$ cat src/rtl/mips_bus_pkg.sv
`default_nettype none
// ============================================================================
// Module   : mips_bus_pkg
// Purpose  : Shared types and constants for the MIPS data-port bridge.
//            It holds the bridge FSM state type, the byte-enable and
//            word-alignment constants, and the default timeout value.
// Ports    : none (package)
// Revision : 1.0 - initial release
// ============================================================================
package mips_bus_pkg;

    typedef enum logic [1:0] {
        IDLE = 2'd0,
        BUSY = 2'd1,
        DONE = 2'd2
    } bridge_state_t;

    // Full-word access on every request; the CPU merges sub-words itself.
    localparam logic [3:0] BYTEEN_ALL = 4'b1111;

    // Byte-offset bits that are cleared to form a word-aligned address.
    localparam logic [1:0] WORD_OFFSET_MASK = 2'b11;

    localparam int unsigned TIMEOUT_CYCLES_DEFAULT = 255;

endpackage
`default_nettype wire

$ cat src/rtl/bridge_timeout_counter.sv
`default_nettype none
// ============================================================================
// Module   : bridge_timeout_counter
// Purpose  : Counts the wait cycles of one bus transaction. 'expired' is
//            high once TIMEOUT_CYCLES-1 wait edges have been counted, so a
//            further wait edge would be the TIMEOUT_CYCLES-th one.
// Ports    : clk     - clock, rising edge
//            reset   - synchronous, active-low
//            clear   - restart the count at zero (transaction launch)
//            enable  - count this cycle (a wait cycle)
//            expired - count has reached its final value
// Revision : 1.0 - initial release
// ============================================================================
module bridge_timeout_counter
    import mips_bus_pkg::*;
#(
    parameter int unsigned TIMEOUT_CYCLES = TIMEOUT_CYCLES_DEFAULT,
    parameter int unsigned CNT_W          = 8
) (
    input  logic clk,
    input  logic reset,
    input  logic clear,
    input  logic enable,
    output logic expired
);

    localparam logic [CNT_W-1:0] LAST_COUNT = CNT_W'(TIMEOUT_CYCLES - 1);

    logic [CNT_W-1:0] count;

    always_ff @(posedge clk) begin
        if (!reset || clear) begin
            count <= '0;
        end else if (enable && !expired) begin
            // Saturate at the final value; the owner aborts on that edge.
            count <= count + 1'b1;
        end
    end

    assign expired = (count == LAST_COUNT);

endmodule
`default_nettype wire

$ cat src/rtl/mips_data_bridge.sv
`default_nettype none
// ============================================================================
// Module   : mips_data_bridge
// Purpose  : Adapts the CPU data port (combinational reads, single-cycle
//            writes) to a waitrequest-style memory bus. The CPU is frozen
//            through its clock-enable while a transaction is outstanding and
//            released for one enabled cycle with the read data held stable.
//            Provides a transaction timeout and a sticky bus-error flag.
// Ports    : clk, reset (sync, active-low)
//            ext_enable      - system clock-enable request
//            cpu_clk_enable  - CPU clock-enable (ext_enable & ~stall)
//            data_*          - CPU data port
//            mem_*           - memory bus (registered request outputs)
//            bus_error       - sticky error (timeout or read+write strobe)
// Revision : 1.0 - initial release
// ============================================================================
module mips_data_bridge
    import mips_bus_pkg::*;
#(
    parameter int unsigned ADDR_W         = 32,
    parameter int unsigned DATA_W         = 32,
    parameter int unsigned TIMEOUT_CYCLES = TIMEOUT_CYCLES_DEFAULT,
    parameter int unsigned CNT_W          = 8
) (
    input  logic              clk,
    input  logic              reset,
    input  logic              ext_enable,
    output logic              cpu_clk_enable,
    input  logic [ADDR_W-1:0] data_address,
    input  logic              data_read,
    input  logic              data_write,
    input  logic [DATA_W-1:0] data_writedata,
    output logic [DATA_W-1:0] data_readdata,
    output logic [ADDR_W-1:0] mem_address,
    output logic              mem_read,
    output logic              mem_write,
    output logic [DATA_W-1:0] mem_writedata,
    output logic [3:0]        mem_byteenable,
    input  logic              mem_waitrequest,
    input  logic [DATA_W-1:0] mem_readdata,
    output logic              bus_error
);

    localparam logic [ADDR_W-1:0] ALIGN_MASK = ~ADDR_W'(WORD_OFFSET_MASK);

    bridge_state_t     state;
    bridge_state_t     next_state;
    logic              stall;
    logic              strobe;
    logic              launch;
    logic              complete;
    logic              abort;
    logic              tmo_expired;
    logic [DATA_W-1:0] rdata_q;

    assign strobe   = data_read | data_write;
    assign launch   = (state == IDLE) && strobe && ext_enable;
    // Completion wins over a timeout that lands on the same edge.
    assign complete = (state == BUSY) && !mem_waitrequest;
    assign abort    = (state == BUSY) && mem_waitrequest && tmo_expired;

    always_ff @(posedge clk) begin
        if (!reset) begin
            state <= IDLE;
        end else begin
            state <= next_state;
        end
    end

    always_comb begin
        next_state = state;
        stall      = 1'b0;
        unique case (state)
            IDLE: begin
                stall = strobe;
                if (launch) begin
                    next_state = BUSY;
                end
            end
            BUSY: begin
                // ext_enable is deliberately ignored: a launched
                // transaction cannot be withdrawn.
                stall = 1'b1;
                if (complete || abort) begin
                    next_state = DONE;
                end
            end
            DONE: begin
                if (ext_enable) begin
                    next_state = IDLE;
                end
            end
            default: begin
                next_state = IDLE;
            end
        endcase
    end

    always_ff @(posedge clk) begin
        if (!reset) begin
            mem_address   <= '0;
            mem_writedata <= '0;
            mem_read      <= 1'b0;
            mem_write     <= 1'b0;
            rdata_q       <= '0;
            bus_error     <= 1'b0;
        end else if (launch) begin
            mem_address   <= data_address & ALIGN_MASK;
            mem_writedata <= data_writedata;
            // Read and write together is resolved as a write plus error.
            mem_write     <= data_write;
            mem_read      <= data_read & ~data_write;
            if (data_read && data_write) begin
                bus_error <= 1'b1;
            end
        end else if (complete || abort) begin
            mem_read  <= 1'b0;
            mem_write <= 1'b0;
            if (abort) begin
                rdata_q   <= '0;
                bus_error <= 1'b1;
            end else if (mem_read) begin
                rdata_q <= mem_readdata;
            end
        end
    end

    bridge_timeout_counter #(
        .TIMEOUT_CYCLES (TIMEOUT_CYCLES),
        .CNT_W          (CNT_W)
    ) u_timeout (
        .clk     (clk),
        .reset   (reset),
        .clear   (launch),
        .enable  ((state == BUSY) && mem_waitrequest),
        .expired (tmo_expired)
    );

    assign cpu_clk_enable = ext_enable & ~stall;
    assign data_readdata  = rdata_q;
    assign mem_byteenable = BYTEEN_ALL;

endmodule
`default_nettype wire

$ cat config.mk
export PLATFORM = sky130hd
export DESIGN_NAME = mips_data_bridge
export DESIGN_NICKNAME = d
export VERILOG_FILES = /design/src/rtl/mips_bus_pkg.sv /design/src/rtl/bridge_timeout_counter.sv /design/src/rtl/mips_data_bridge.sv
export SDC_FILE = /design/constraint.sdc
export NUM_CORES = 1
export LEC_CHECK = 0
export ABC_AREA = 1
export BUFFER_PORTS_ARGS = -buffer_cell sky130_fd_sc_hd__buf_2
export CORE_MARGIN = 2
export CORE_UTILIZATION = 49
export DETAILED_ROUTE_END_ITERATION = 10
export PLACE_DENSITY = 0.85
export SETUP_SLACK_MARGIN = 0.3
export SLEW_MARGIN = 25
export SYNTH_ARGS = -nofsm -noshare
export SYNTH_HDL_FRONTEND = slang
export SYNTH_SLANG_ARGS = --single-unit
$ cat constraint.sdc
create_clock -name clk -period 2.83 [get_ports clk]
set_clock_uncertainty 0.2 [all_clocks]
set_input_delay 0.283 -clock clk [delete_from_list [all_inputs] [get_ports clk]]
set_output_delay 0.283 -clock clk [all_outputs]
set_load 0.01 [all_outputs]
==> summary.md <==
| Metric | Value |
|---|---|
| Startpoint Class | register |
| Post-synth EDFFs | 0 |
| Hold WC Path Type | input port to register |
| Post-cts resize count | 0 |
| Synth cell types | 28 |
| Die X | 95.67 µm |
| Die area | 0.009153 mm² |
| Setup TNS | 0 ns |
| Syn Area/Cell | 7.828 µm² |
| Status | finished clean |
| Post-synth top cells | nand2_1 (186), dfxtp_1 (107), a21oi_1 (104) |
| Top cell type's share of synthesized area | approximately 52% |
| Routability cong. | about 0.87 |
| Cell area after synthesis | 0.004118 mm² |
| Port bufs | slightly below 200 |
| Count leader, synth | nand2_1 |
| H-tree lvl count | 3 |
| Core area | 0.008175 mm² |
| PwrDens | 511.9 mW/mm² |
| CTS tree | done |
| Unrepaired setup endpoints after global routing | no |
| First-pass GRT wire length | around 21000 µm |
| Crit. End Element | register |
| Clock transition at path regs | 0.10 ns |
| Maximum fanout along the worst path | 63 |
| TritonCTS buffer count | 9 |
| Area contributors post-synth | dfxtp_1 (52%), nand2_1 (17%), a21oi_1 (13%) |
| Max-Cap Viols | 0 |
| # IOs | between 200 and 250 |
| Rows | 33 |
| Post-route ant nets | 0 |
| Ys async rst share | 0% |
| 1st-iter DRT viols | roughly 200 |
| CP arrival | 2.27 ns |
| DR vias | 4704 |
| Nets | 883 |
| Worst rel slew slack | 31.46% |
| Antenna violations before repair | 0 |
| Total routed wirelength | between 10000 and 15000 µm |
| Final Cycle Share | between 70% and 80% |
| Layout Area Growth over Synthesis | 47.28% |
| Largest net degree at the start of global routing | 64 |
| Syn. warnings | 0 |
| DPL Wire Length | 7166 µm |
| Setup CP Type | register to register |
| Register area share after synthesis | a little over half |
| Post-synth top area cell | dfxtp_1 |
| Pin slew with the least headroom to its limit | 1.028 ns |
| Worst VDD drop | around 320 µV |
| Highest clock rate | roughly 0.46 GHz |
| Initial Util | 50.37% |
| Root Buffer | clkbuf_8 |
| Setup-failing EPs final | 0 |
| First drt pass iteration count | 5 |
| All-Layer GR Usage | about 29% |
| Worst-case clock buffer depth | 2 |
| Slew Viols, Final | 0 |
| Post-DR vias/cell | about 5.3 |
| Diode count | 0 |
| Skew-Pair Late Insertion Delay | about 0.36 ns |
| Die Ht | 95.67 µm |
| WL/cell | between 10 and 15 µm |
| Layout cells sized above 1 | 28.83% |
| Syn Inst Count | around 530 |
| Overflow left after global routing | 0 |
| Final hold vios | 0 |
| Top FF cell, synth | dfxtp_1 |
| Register bit total from synthesis | 107 |
| Leakage | roughly 2.8 nW |
| Data required time of the worst path | 2.92 ns |
| # DRC | 0 |
| Clock sink total | 107 |
| Post-route minimum period | 2.186 ns |
| Tot Pwr | 3.105 mW |
| Vias in the first global route | 4597 |
-- final timing paths --
kind / to / slack [ns] / start / depth (start not counted)
setup / recovery: mem_address[19] / 0.64 / state[0] / 5
hold / removal: data_readdata[4] / 0.008 / mem_readdata[4] / 3
setup reg to reg: mem_address[19] / 0.64 / state[0] / 5
hold reg to reg: data_readdata[6] / 0.26 / data_readdata[6] / 2
-- where the power goes --
group,internal [mW],switching (mW)
clock network,0.524,0.496
logic,0.217,0.266
registers,1.57,0.0349
total,2.31,0.796
-- final cells by class --
class	instances	area, µm²
inverters	17	63.81
fillers	539	2111
multi-input cells	364	1687
well taps	105	131.4
repair buffers	280	1822
flip-flops and latches	107	2142
clock buffers	12	145.1
clock inverters	4	73.82
-- through the flow --
stage / worst slack, ns / util (%) / hold WS, ns / cell area (µm²) / std cells
2_1_floorplan: 1.304 / - / 0.2074 / 4133 / 530
3_3_place_gp: 0.9055 / 61.71 / 0.2453 / 5045 / 793
3_5_place_dp: 0.8043 / 61.71 / 0.2517 / 5045 / 793
4_1_cts: 0.7780 / 74.18 / 0.0002348 / 6065 / 889
5_1_grt: 0.4912 / 74.18 / 0.006369 / 6065 / 889
6_report: 0.6437 / 74.18 / 0.008379 / 6065 / 889
-- logic make-up after synthesis --
kind of cell / share of synthesized area, %
AO/OA/AOI/OAI: 13.19
AND/OR/NAND/NOR: 25.86
adder cells (fa/ha/maj): 0.6076
buffers and inverters: 7.505
other: 0.1824
flip-flops: 52.02
XOR/XNOR: 0.6382
-- routing by layer --
layer | wire [µm] | global-route usage [%] | up-vias
met5 | 0 | 0 | -
met4 | 471 | 14.88 | 0
met3 | 1141 | 7.826 | 46
met2 | 6505 | 49.18 | 257
met1 | 5066 | 31.92 | 2178
li1 | - | - | 2223
-- cells in the final DEF (no fill, tap or decap), drive strengths merged --
cell type / instances
nand2: 190
nor3b: 1
dlygate4sd3: 80
xnor2: 2
o21ai: 3
nor2: 7
and3: 1
buf: 200
nand4: 36
nor3: 1
clkinv: 2
bufinv: 2
nand3: 7
o21bai: 1
a21oi: 104
ha: 2
xor2: 1
dfxtp: 107
conb: 6
clkbuf: 12
nand3b: 1
or2: 1
inv: 17
-- repair_timing --
item                      CTS  global route
hold endpoints to repair   81             0
setup buffers               0             0
hold buffers               80             0
-- state kept, by name, summed over array words and instances, names as in the netlist --
name,cells
state,2
data_readdata,32
mem_read,1
mem_address,30
mem_writedata,32
bus_error,1
mem_write,1
u_timeout.count,8
-- critical path, stage by stage, from the launching register on --
cell,delay (ns)
dfxtp_1,0.35
nor2_1,0.19
nand3_2,0.17
inv_2,0.76
nand2_1,0.19
a21oi_1,0.21
(Power assumes the default switching activity.)
